### src/rtl/mem_access_pkg.sv
// Shared encodings for the MEM-stage load/store unit.
package mem_access_pkg;

  // Access size codes as carried on req_size
  typedef enum logic [1:0] {
    SZ_BYTE = 2'b00,
    SZ_HALF = 2'b01,
    SZ_WORD = 2'b10,
    SZ_ILL  = 2'b11
  } size_e;

  typedef enum logic [2:0] {
    S_IDLE,
    S_LD_RD,
    S_LD_DATA,
    S_ST_WR,
    S_RMW_RD,
    S_RMW_WR
  } state_e;

  localparam int DM_DEPTH_DEF = 256;
  localparam int WORD_IDX_W   = $clog2(DM_DEPTH_DEF);

  // Size/alignment legality; the illegal size code counts as misaligned
  function automatic logic misaligned(input logic [1:0] size, input logic [1:0] off);
    case (size)
      SZ_BYTE: misaligned = 1'b0;
      SZ_HALF: misaligned = off[0];
      SZ_WORD: misaligned = |off;
      default: misaligned = 1'b1;
    endcase
  endfunction

endpackage

### src/rtl/mem_lane_align.sv
// Lane steering: load extract/extend and sub-word store merge.
module mem_lane_align
  import mem_access_pkg::*;
(
  input  size_e       i_size,
  input  logic [1:0]  i_off,
  input  logic        i_uns,
  input  logic [31:0] i_rword,
  input  logic [31:0] i_wdata,
  output logic [31:0] o_ld_data,
  output logic [31:0] o_st_word
);

  logic [7:0]  w_byte;
  logic [15:0] w_half;

  // Pick the addressed lane out of the memory word and extend it
  always_comb begin
    w_byte = i_rword[{i_off, 3'b000} +: 8];
    w_half = i_off[1] ? i_rword[31:16] : i_rword[15:0];
    case (i_size)
      SZ_BYTE: o_ld_data = i_uns ? {24'b0, w_byte} : {{24{w_byte[7]}}, w_byte};
      SZ_HALF: o_ld_data = i_uns ? {16'b0, w_half} : {{16{w_half[15]}}, w_half};
      default: o_ld_data = i_rword;
    endcase
  end

  // Replace only the target lane(s) of the old word with low store bits
  always_comb begin
    o_st_word = i_rword;
    case (i_size)
      SZ_BYTE: o_st_word[{i_off, 3'b000} +: 8] = i_wdata[7:0];
      SZ_HALF: begin
        if (i_off[1]) o_st_word[31:16] = i_wdata[15:0];
        else          o_st_word[15:0]  = i_wdata[15:0];
      end
      default: o_st_word = i_wdata;
    endcase
  end

endmodule

### src/rtl/mem_access_unit.sv
// MEM-stage load/store front-end: one request at a time, RMW for sub-word stores.
module mem_access_unit
  import mem_access_pkg::*;
#(
  parameter int DM_DEPTH = 256,
  parameter int AW       = 32
) (
  input  logic          clk,
  input  logic          rst,
  input  logic          req_valid,
  output logic          req_ready,
  input  logic          req_read,
  input  logic          req_write,
  input  logic [1:0]    req_size,
  input  logic          req_unsigned,
  input  logic [AW-1:0] req_addr,
  input  logic [31:0]   req_wdata,
  input  logic [4:0]    req_rd,
  output logic          resp_valid,
  output logic [31:0]   resp_rdata,
  output logic [4:0]    resp_rd,
  output logic          resp_fault,
  output logic [AW-1:0] dm_addr,
  output logic [31:0]   dm_wdata,
  output logic          dm_we,
  output logic          dm_re,
  input  logic [31:0]   dm_rdata
);

  localparam int L_WORD_IDX_W = $clog2(DM_DEPTH);

  state_e        r_state;
  logic [AW-1:0] r_addr;
  logic [31:0]   r_wdata;
  size_e         r_size;
  logic          r_uns;
  logic [4:0]    r_rd;

  logic          w_oor;
  logic          w_fault;
  logic [31:0]   w_ld_data;
  logic [31:0]   w_st_word;

  // Anything at or above the top of data memory is out of range
  assign w_oor   = (req_addr >> (L_WORD_IDX_W + 2)) != '0;
  // Only real accesses can fault; a no-op is simply swallowed
  assign w_fault = (req_read | req_write) &
                   (misaligned(req_size, req_addr[1:0]) | (req_read & req_write) | w_oor);

  mem_lane_align u_align (
    .i_size   (r_size),
    .i_off    (r_addr[1:0]),
    .i_uns    (r_uns),
    .i_rword  (dm_rdata),
    .i_wdata  (r_wdata),
    .o_ld_data(w_ld_data),
    .o_st_word(w_st_word)
  );

  // Memory strobes come only from state and latched fields
  assign req_ready = (r_state == S_IDLE);
  assign dm_re     = (r_state == S_LD_RD) || (r_state == S_RMW_RD);
  assign dm_we     = (r_state == S_ST_WR) || (r_state == S_RMW_WR);
  assign dm_addr   = {r_addr[AW-1:2], 2'b00};

  // Write data: full word for sw, merged old word for sb/sh
  always_comb begin
    dm_wdata = '0;
    case (r_state)
      S_ST_WR:  dm_wdata = r_wdata;
      S_RMW_WR: dm_wdata = w_st_word;
      default:  dm_wdata = '0;
    endcase
  end

  // Sequencer with registered response; resp_rd holds the last tag
  always_ff @(posedge clk) begin
    if (rst) begin
      r_state    <= S_IDLE;
      r_addr     <= '0;
      r_wdata    <= '0;
      r_size     <= SZ_BYTE;
      r_uns      <= 1'b0;
      r_rd       <= '0;
      resp_valid <= 1'b0;
      resp_rdata <= '0;
      resp_fault <= 1'b0;
      resp_rd    <= '0;
    end else begin
      resp_valid <= 1'b0;
      resp_rdata <= '0;
      resp_fault <= 1'b0;
      case (r_state)
        S_IDLE: begin
          if (req_valid) begin
            r_addr  <= req_addr;
            r_wdata <= req_wdata;
            r_size  <= size_e'(req_size);
            r_uns   <= req_unsigned;
            r_rd    <= req_rd;
            if (w_fault) begin
              resp_valid <= 1'b1;
              resp_fault <= 1'b1;
              resp_rd    <= req_rd;
            end else if (req_read) begin
              r_state <= S_LD_RD;
            end else if (req_write) begin
              r_state <= (req_size == SZ_WORD) ? S_ST_WR : S_RMW_RD;
            end
          end
        end
        S_LD_RD:  r_state <= S_LD_DATA;
        S_LD_DATA: begin
          resp_valid <= 1'b1;
          resp_rdata <= w_ld_data;
          resp_rd    <= r_rd;
          r_state    <= S_IDLE;
        end
        S_RMW_RD: r_state <= S_RMW_WR;
        S_ST_WR, S_RMW_WR: begin
          resp_valid <= 1'b1;
          resp_rd    <= r_rd;
          r_state    <= S_IDLE;
        end
        default:  r_state <= S_IDLE;
      endcase
    end
  end

endmodule

### config.mk
export PLATFORM = sky130hd
export DESIGN_NAME = mem_access_unit
export DESIGN_NICKNAME = d
export VERILOG_FILES = /design/src/rtl/mem_access_pkg.sv /design/src/rtl/mem_lane_align.sv /design/src/rtl/mem_access_unit.sv
export SDC_FILE = /design/constraint.sdc
export NUM_CORES = 1
export LEC_CHECK = 0
export ABC_CLOCK_PERIOD_IN_PS = 2400
export CAP_MARGIN = 30
export CORE_MARGIN = 4
export CORE_UTILIZATION = 46
export DETAILED_ROUTE_END_ITERATION = 6
export PLACE_DENSITY = 0.83
export SKIP_LAST_GASP = 1
export SLEW_MARGIN = 10
export SYNTH_ARGS = -nofsm -noshare
export SYNTH_HDL_FRONTEND = slang
export SYNTH_HIERARCHICAL = 1
export SYNTH_SLANG_ARGS = --single-unit
export TNS_END_PERCENT = 10
### constraint.sdc
create_clock -name clk -period 2.4 [get_ports clk]
set_input_delay 0.24 -clock clk [delete_from_list [all_inputs] [get_ports clk]]
set_output_delay 0.24 -clock clk [all_outputs]
set_load 0.005 [all_outputs]
==> out/qor.csv <==
stage,metric,value,unit
power,maximum VDD drop,447,µV
sta,worst-case clock skew,0.00956,ns
final_layout,final core utilization,71.3,%
global_route,global routing usage summed across all routing layers,27.0,%
setup_path,"Max FO, Critical Path",4,
sta,fin. max-slew vios,0,
final_layout,fraction of layout cells with a size suffix above 1,17.1,%
synthesis,Post-synth EDFFs,0,
floorplanning,floorplan die height,122,µm
sta,post-route fraction of the period consumed by the critical path,107,%
setup_path,type of origin of the critical path,register,
global_route,wire length of the first global-routing pass,31.3,mm
synthesis,top post-synthesis cells by count,"sky130_fd_sc_hd__nand2_1 (207), sky130_fd_sc_hd__dfxtp_1 (114), sky130_fd_sc_hd__a21oi_1 (86)",
setup_path,category of the worst setup path capture point,output pin,
sta,Least-Margin Pin Slew,0.622,ns
final_layout,number of nets in the layout,1066,
synthesis,synthesized instance count,748,
drt,wire length per cell after detailed routing,18.8,µm
sta,worst slack on hold paths,0.255,ns
place,final estimated routing congestion in global placement,1.00,
clock_tree,TritonCTS clock tree,built,
drt,number of vias per cell after detailed routing,5.71,
drt,Post-DRT Antenna Nets,0,
sta,unrepaired setup endpoints after global routing,true,
global_route,maximum number of pins on one net before global-route repair,43,
synthesis,post-synthesis async set-or-reset flop share,0,%
sta,relative max-transition margin,58.2,%
power,power after layout,5.49,mW
drt,Vias,6489,
place,Setup WS pre-CTS,-0.0924,ns
power,power density relative to cell area,605,nW/µm²
setup_path,data arrival at the endpoint of the critical path,2.34,ns
clock_tree,clk root buf,sky130_fd_sc_hd__clkbuf_16,
floorplanning,IO Pins,215,
clock_tree,Post-CTS Hold Buffers,0,
clock_tree,clock insertion delay at the later pin of the skew report,0.42,ns
place,half-perimeter wire length after placement,15.1,mm
global_route,number of antenna violations at the first check in global routing,0,
job,number of max-cap violations,0,
setup_path,data required time of the critical path,2.16,ns
synthesis,Post-Syn Area,6010,µm²
synthesis,post-synthesis cell type count,57,
place,Port Buffers,212,
hold_path,Worst Hold Path Cells,3,
outcome,violated checks,"DRC, setup timing",
final_layout,count of fill cells added during filler insertion,1021,
global_route,number of global-route vias before repair,5994,
synthesis,fraction of post-synthesis cell area in the top cell type by area,38.0,%
setup_path,flop2flop setup slack,0.40,ns
clock_tree,Sink Count,114,
setup_path,Worst Reg-to-Reg Cells,7,
final_layout,P&R area growth vs syn,50.8,%
synthesis,library cell occupying the most area in the post-synthesis netlist,sky130_fd_sc_hd__dfxtp_1,
final_layout,"Design Area, Final",9070,µm²
power,static leakage,3.65,nW
hold_path,worst hold path class,in2reg,
sta,crit path time final,2.58,ns
floorplanning,number of placement rows,41,
floorplanning,Starting Density,47.3,%
drt,detailed router's first-iteration violation count,1055,
setup_path,critical setup path kind,reg2out,
drt,total wirelength of the detailed-routed design,21.4,mm
global_route,leftover overflow at the end of global routing,0,
floorplanning,core outline area,12700,µm²
floorplanning,Die Outline Area,15000,µm²
clock_tree,CTS HTree Levels,4,
clock_tree,clk slew on worst S/H paths,0.05,ns
sta,highest achievable clock rate,388,MHz
synthesis,syn avg cell area,8.04,µm²
sta,number of setup violations in the final report,26,
synthesis,ranking of synthesized cells by area,"sky130_fd_sc_hd__dfxtp_1 (38%), sky130_fd_sc_hd__nand2_1 (13%), sky130_fd_sc_hd__a21oi_1 (7.2%), sky130_fd_sc_hd__a22o_1 (6.1%), sky130_fd_sc_hd__buf_4 (4.4%)",
place,placed cell areas,8240,µm²
synthesis,leading cell type by number of instances after synthesis,sky130_fd_sc_hd__nand2_1,
synthesis,Syn. warnings,6,
final_layout,number of diodes added for antenna fixing,0,
clock_tree,clock buffer depth,2,
sta,Hold Fails Final Rpt,0,
drt,remaining routing DRC violations,9,
clock_tree,TritonCTS Buffers,17,
outcome,result of the run,"finished, violations left",
drt,drt pass-1 iters,7,
floorplanning,Die X,122,µm
synthesis,top_reg_cell synth,sky130_fd_sc_hd__dfxtp_1,
synthesis,share of synthesized area occupied by flip-flops and latches,38.0,%
sta,final worst-path setup slack,-0.177,ns
synthesis,flip-flop and latch count after synthesis,114,
## cell type report
| cell class | count | area [µm²] | area share [%] |
|---|---|---|---|
| clock buffers | 23 | 488 | 5.38 |
| clock inverters | 9 | 104 | 1.15 |
| repair buffers | 270 | 2540 | 28.0 |
| inverters | 13 | 56.3 | 0.621 |
| well taps | 172 | 215 | 2.37 |
| multi-input cells | 536 | 3370 | 37.2 |
| flip-flops and latches | 114 | 2290 | 25.3 |
## metal layers
layer / vias to the layer above / global-route usage [%] / wire (µm)
met4: 0 / 12.4 / 740
met1: 3016 / 33.2 / 8450
met3: 67 / 8.29 / 2340
met2: 410 / 43.4 / 9830
met5: - / 0 / 0
li1: 2996 / - / -
## timing repair
action,in CTS,in global routing
pin swaps,27,17
endpoints found under the setup margin,32,33
gates resized for setup,116,18
setup buffers,13,1
## critical path, stage by stage, from the launching register on
cell                              delay [ns]
sky130_fd_sc_hd__dfxtp_4                0.41
sky130_fd_sc_hd__inv_4                  0.06
sky130_fd_sc_hd__ha_4                   0.30
sky130_fd_sc_hd__nand2b_4               0.08
sky130_fd_sc_hd__nor3b_4                0.27
sky130_fd_sc_hd__nand2_1                0.11
sky130_fd_sc_hd__a32oi_1                0.26
sky130_fd_sc_hd__a22o_1                 0.19
sky130_fd_sc_hd__clkdlybuf4s15_1        0.25
## state kept, by name, indices dropped and copies added (netlist names)
name	cells
resp_valid	1
resp_fault	1
resp_rd	5
r_size	2
r_rd	5
resp_rdata	32
r_wdata	32
r_uns	1
r_addr	32
r_state	3
## power by group
part / total [mW] / internal, mW / switching, mW
Sequential: 2.03 / 1.97 / 0.0641
Combinational: 0.958 / 0.494 / 0.464
Clock: 2.49 / 1.63 / 0.864
Total: 5.49 / 4.09 / 1.39
## per-stage QoR
step                TNS [ns]  cells
floorplan                  0    749
global placement      -0.313   1096
detailed placement    -0.551   1096
CTS                    -1.15   1140
global route           -2.90   1137
finish                 -1.22   1137
## cells by family after synthesis
logic type	synth area share, %
compound gates	26.0
xor+xnor	0.146
fa+ha+maj	1.04
buf+inv	9.20
flops	38.0
mux	2.31
other cells	0.0624
simple gates	23.2
## placed cells by master, fill, tap and decap left out, types with 5 or more instances in the layout
master                            Yosys  layout
sky130_fd_sc_hd__dlygate4sd2_1        0      15
sky130_fd_sc_hd__a222oi_1             7       7
sky130_fd_sc_hd__dfxtp_1            114     110
sky130_fd_sc_hd__nor2_1              11      11
sky130_fd_sc_hd__clkbuf_16            0      17
sky130_fd_sc_hd__nor4_1               5       5
sky130_fd_sc_hd__and2_1              40      39
sky130_fd_sc_hd__a22oi_1              5       5
sky130_fd_sc_hd__mux2i_1              6       6
sky130_fd_sc_hd__a22o_1              42      42
sky130_fd_sc_hd__inv_1               12       9
sky130_fd_sc_hd__nor2b_1              7       6
sky130_fd_sc_hd__a21oi_2             10      11
sky130_fd_sc_hd__nand2_1            207     202
sky130_fd_sc_hd__a221oi_1             7       6
sky130_fd_sc_hd__o21ai_0             16      16
sky130_fd_sc_hd__buf_2               18      13
sky130_fd_sc_hd__mux2_2               7       7
sky130_fd_sc_hd__a221o_1             21      21
sky130_fd_sc_hd__buf_6                2       7
sky130_fd_sc_hd__a21oi_1             86      85
sky130_fd_sc_hd__ha_4                 0       5
sky130_fd_sc_hd__clkdlybuf4s50_1      0     179
sky130_fd_sc_hd__buf_4               35      46
## final timing paths
check	from	to
setup / recovery	r_addr[1]	dm_wdata[20]
hold / removal	rst	resp_fault
setup reg to reg	r_addr[1]	resp_rdata[20]
hold reg to reg	r_addr[6]	r_addr[6]
No activity file was read; power rests on OpenSTA's default activity.
==> RTL edit 1, RTL diff (same flow settings) <==
Encoding of `state_e`: now one-hot (6 bits for 6 states).
--- a/src/rtl/mem_access_pkg.sv
+++ b/src/rtl/mem_access_pkg.sv
@@ -9,13 +9,13 @@
     SZ_ILL  = 2'b11
   } size_e;
 
-  typedef enum logic [2:0] {
-    S_IDLE,
-    S_LD_RD,
-    S_LD_DATA,
-    S_ST_WR,
-    S_RMW_RD,
-    S_RMW_WR
+  typedef enum logic [5:0] {
+    S_IDLE    = 6'b000001,
+    S_LD_RD   = 6'b000010,
+    S_LD_DATA = 6'b000100,
+    S_ST_WR   = 6'b001000,
+    S_RMW_RD  = 6'b010000,
+    S_RMW_WR  = 6'b100000
   } state_e;
 
   localparam int DM_DEPTH_DEF = 256;
Function: no difference found for any inputs over 4 cycles, from zero or initial values and one cycle with rst high; so few cycles prove little.
==> RTL edit 1 against the original RTL <==
  * The run still ends with design-rule violations, negative setup slack left
  * Critical path type unchanged
  * Total power is 3.5% higher
  * Critical path depth up 2
  * Largest cell class unchanged
  * Count of clock-buffer cells in the layout decreased by 4
  * Sequential cell count up 3
  * Global-route usage increased by 0.46 points
  * Sequential share of layout area is essentially flat
  * Combinational power down 0.4%
  * Synthesized area increased by 1.4%
  * Final area up 2.6%
  * Wire length increased by 1.2%
  * Worst setup slack got worse by 0.13 ns
==> RTL edit 1: results (changes against the original RTL) <==
stage,metric,value,unit,change
detailed_routing,drcViolationCount,23,,+14
final_layout,num-fill-cells,976,,-4.4%
setup_path,r2r_start,r_state[5]$_SDFFE_PP0P_,,
grt,grt_max_degree,51,,+19%
logic_synthesis,yosys-top-cells-area,"dfxtp_1, nand2_1, a21oi_1, a22o_1, buf_4",,
logic_synthesis,synth_compound_area_share,25.4,%,-0.64 points
setup_path,regToRegSetupSlack,0.43,ns,+0.03 ns
power_and_ir_drop,irDropWorstVdd,637,uV,+42%
detailed_routing,detail_route.vias_per_cell,5.75,,+0.75%
sta,clock_skew,0.00778,ns,-0.00179 ns
logic_synthesis,seq_area_frac_synth,38.4,%,+0.45 points
sta,holdWs,0.159,ns,-0.0958 ns
run_status,violations,"design-rule violations, negative setup slack",,
logic_synthesis,synth_mux_area_share,2.28,%,-0.033 points
grt,grt_usage,27.5,%,+0.46 points
place,dp.cells,1109,,+1.2%
hold_path,hold_path_depth,2,,-1
logic_synthesis,synth-xor-area-share,0.287,%,+0.14 points
detailed_routing,vias,6664,,+2.7%
logic_synthesis,synth_common_cells,"nand2_1, dfxtp_1, a21oi_1",,
setup_path,worst-r2r-cell-count,6,,-1
detailed_routing,drt_iter0_drc,779,,-26%
final_layout,layout-drive-gt1-share,16.5,%,-0.58 points
run_status,outcome,finished with violations,,
sta,setup_viol,30,,+15%
sta,worst_slack,-0.308,ns,-0.131 ns
setup_path,worst_r2r_endpoint,r_uns$_SDFFE_PP0P_,,
setup_path,worstPathArrival,2.47,ns,+0.13 ns
logic_synthesis,synth_fa_ha_area_share,1.03,%,-0.015 points
[RTL edit 1: cell count changes after synthesis, sizes merged, moves of 3 or more]
| cell | change |
|---|---|
| clkbuf | +8 |
| buf | -9 |
| dfxtp | +3 |
| nor2 | +5 |
[RTL edit 1: worst max-delay path by stage]
stage / endpoint
after floorplan: dm_wdata[20]
after global placement: dm_wdata[27]
after detailed placement: dm_wdata[20]
after CTS: dm_wdata[6]
after global routing: dm_wdata[22]
final: dm_wdata[22]
[RTL edit 1: area by class of cell]
class	count	area (um^2)	share of cell area, %
clock inverter	13	180	1.94
clock buffer	19	443	4.76
multi-input combinational	547	3370	36.2
sequential	117	2350	25.3
timing repair buffer	277	2690	28.9
inverter	14	57.6	0.619
tap	172	215	2.31
[RTL edit 1: metal layers]
metal / vias up / track usage [%] / routed length (um)
li1: 3070 / - / -
met3: 83 / 8.74 / 2410
met1: 3134 / 33.3 / 8200
met2: 377 / 44.3 / 10200
met4: 0 / 12.7 / 839
met5: - / 0 / 0
[RTL edit 1: worst max-delay path, cell delays in order (launching register included)]
cell and delay [ns]:
dfxtp_2 0.33, inv_4 0.09, ha_4 0.14, nor3b_4 0.26, nor3b_4 0.25, buf_4 0.15
buf_6 0.12, nand2_1 0.07, a2bb2oi_1 0.22, a22o_1 0.18, dlygate4sd2_1 0.25
[RTL edit 1: power breakdown]
| group | internal (mW) | switching [mW] |
|---|---|---|
| Clock | 1.76 | 0.885 |
| Combinational | 0.502 | 0.452 |
| Sequential | 2.02 | 0.0628 |
[RTL edit 1: repair_timing]
| action | in CTS | in global routing |
|---|---|---|
| setup endpoints to repair | 33 | 31 |
| resized for setup | 63 | 20 |
| gates cloned | 2 | 0 |
| pin swaps | 10 | 11 |
| buffers inserted | 9 | 6 |
==> RTL edit 2, RTL diff (same settings) <==
Made on the original files. Change the parameter `DM_DEPTH` from 256 to 512.
--- a/src/rtl/mem_access_unit.sv
+++ b/src/rtl/mem_access_unit.sv
@@ -2,7 +2,7 @@
 module mem_access_unit
   import mem_access_pkg::*;
 #(
-  parameter int DM_DEPTH = 256,
+  parameter int DM_DEPTH = 512,
   parameter int AW       = 32
 ) (
   input  logic          clk,
Formal check against the unedited RTL: not equivalent (Yosys sat finds a counterexample within 4 cycles, from zero or initial values and one cycle with rst high).
==> RTL edit 2 against the original RTL <==
  * Synthesized area is essentially flat
  * Sequential share of layout area is essentially flat
  * Via count shrank 0.12%
  * Worst setup slack lost 0.11 ns
  * Critical endpoint is now dm_wdata[27]
  * Critical path depth is the same
  * Sequential cell count is the same
  * Final cell count grew 0.26%
  * Wire length grew 1.1%
  * Count of clock-buffer cells in the layout shrank 1
  * Final area grew 0.11%
  * The run still ends with design-rule violations, negative setup slack left
  * Register-to-register slack gained 0.07 ns
  * Largest power group unchanged
  * Largest cell class unchanged
  * Synthesized cell count is the same
  * Total power grew 0.56%
  * First-iteration DRC count shrank 16%
==> RTL edit 2: results (changes against the original RTL) <==
stage,metric,value,unit,change
run_status,outcome,finished with violations,,
run_status,violations,"design-rule violations, negative setup slack",,
detailed_routing,dr_wl_met2,10.0,mm,+2.1%
logic_synthesis,synth_fa_ha_area_share,1.04,%,about the same
sta,setup_tns,-4.99,ns,-3.77 ns
hold_path,hold_end,resp_valid$_SDFF_PP0_,,
power_and_ir_drop,p_leak,3.63,nW,-0.49%
setup_path,crit_slowest_cell,clkdlybuf4s50_1,,
logic_synthesis,seq_area_frac_synth,38.0,%,about the same
detailed_routing,met3_length,2.34,mm,+0.13%
clock_network,post_cts_resized,53,,-54%
setup_path,crit_family,buffers and inverters,,
setup_path,regToRegSetupSlack,0.47,ns,+0.07 ns
place,dp_hpwl,15.2,mm,+0.68%
grt,use_met3,8.20,%,-0.092 points
final_layout,stdcell_count,1140,,+0.26%
sta,worst_slack,-0.290,ns,-0.114 ns
setup_path,crit_fanout,6,,+2
detailed_routing,detail_route.vias_per_cell,5.69,,-0.39%
grt,use_met2,43.6,%,+0.21 points
grt,grt_max_degree,38,,-12%
grt,grt_pass1_vias,6147,,+2.6%
detailed_routing,drcViolationCount,2,,-7
setup_path,worstPathArrival,2.45,ns,+0.11 ns
sta,clock_skew,0.00718,ns,-0.00239 ns
place,postPlaceCellArea,8270,um^2,+0.32%
setup_path,worst_r2r_endpoint,resp_rdata[19]$_SDFF_PP0_,,
hold_path,hold_path_depth,2,,-1
sta,setup_viol,31,,+19%
logic_synthesis,synth_compound_area_share,26.0,%,about the same
[RTL edit 2: changes by cell type after synthesis]
| cell | unedited run | this run |
|---|---|---|
| nor3_1 | 2 | 3 |
| nor4_1 | 5 | 4 |
[RTL edit 2: area by class of cell]
class / instances / area, um^2
fillers: 984 / 3640
clock buffers: 22 / 454
clock inverters: 10 / 134
well taps: 172 / 215
multi-input cells: 536 / 3310
repair buffers: 273 / 2610
flip-flops and latches: 114 / 2290
inverters: 13 / 57.6
[RTL edit 2: stage by stage]
step	hold WS (ns)	setup WS [ns]
2_1_floorplan	0.376	0.185
5_1_grt	0.146	-0.306
6_report	0.130	-0.290
4_1_cts	0.121	-0.218
3_3_place_gp	0.438	-0.00801
3_5_place_dp	0.442	-0.0729
[RTL edit 2: worst reg2reg max path: cells and delay by family (launching register included)]
family	cells	cell delay, ns
buffers and inverters	2	0.45
AO/OA/AOI/OAI	3	0.62
flip-flops	1	0.32
AND/OR/NAND/NOR	2	0.50
[RTL edit 2: report_power, final]
part	switching, mW	total (mW)	internal (mW)
clock network	0.878	2.53	1.65
registers	0.0616	2.03	1.97
logic	0.456	0.955	0.498
total	1.40	5.52	4.12
[RTL edit 2: cells by family after synthesis]
family | after synthesis
and+or+nand+nor | 299
buffers and inverters | 99
xor gates and xnor gates | 1
AOI/OAI and AO/OA | 216
DFF | 114
other | 1
adders and majority gates | 5
muxes | 13
[RTL edit 2: worst max-delay path by stage]
| stage | endpoint | slack, ns | cells after the start |
|---|---|---|---|
| final | dm_wdata[27] | -0.29 | 8 |
| after global routing | dm_wdata[27] | -0.31 | 8 |
| after CTS | dm_wdata[27] | -0.22 | 8 |
| after detailed placement | dm_wdata[21] | -0.07 | 9 |
| after global placement | dm_wdata[22] | -0.008 | 9 |
| after floorplan | dm_wdata[20] | 0.18 | 9 |
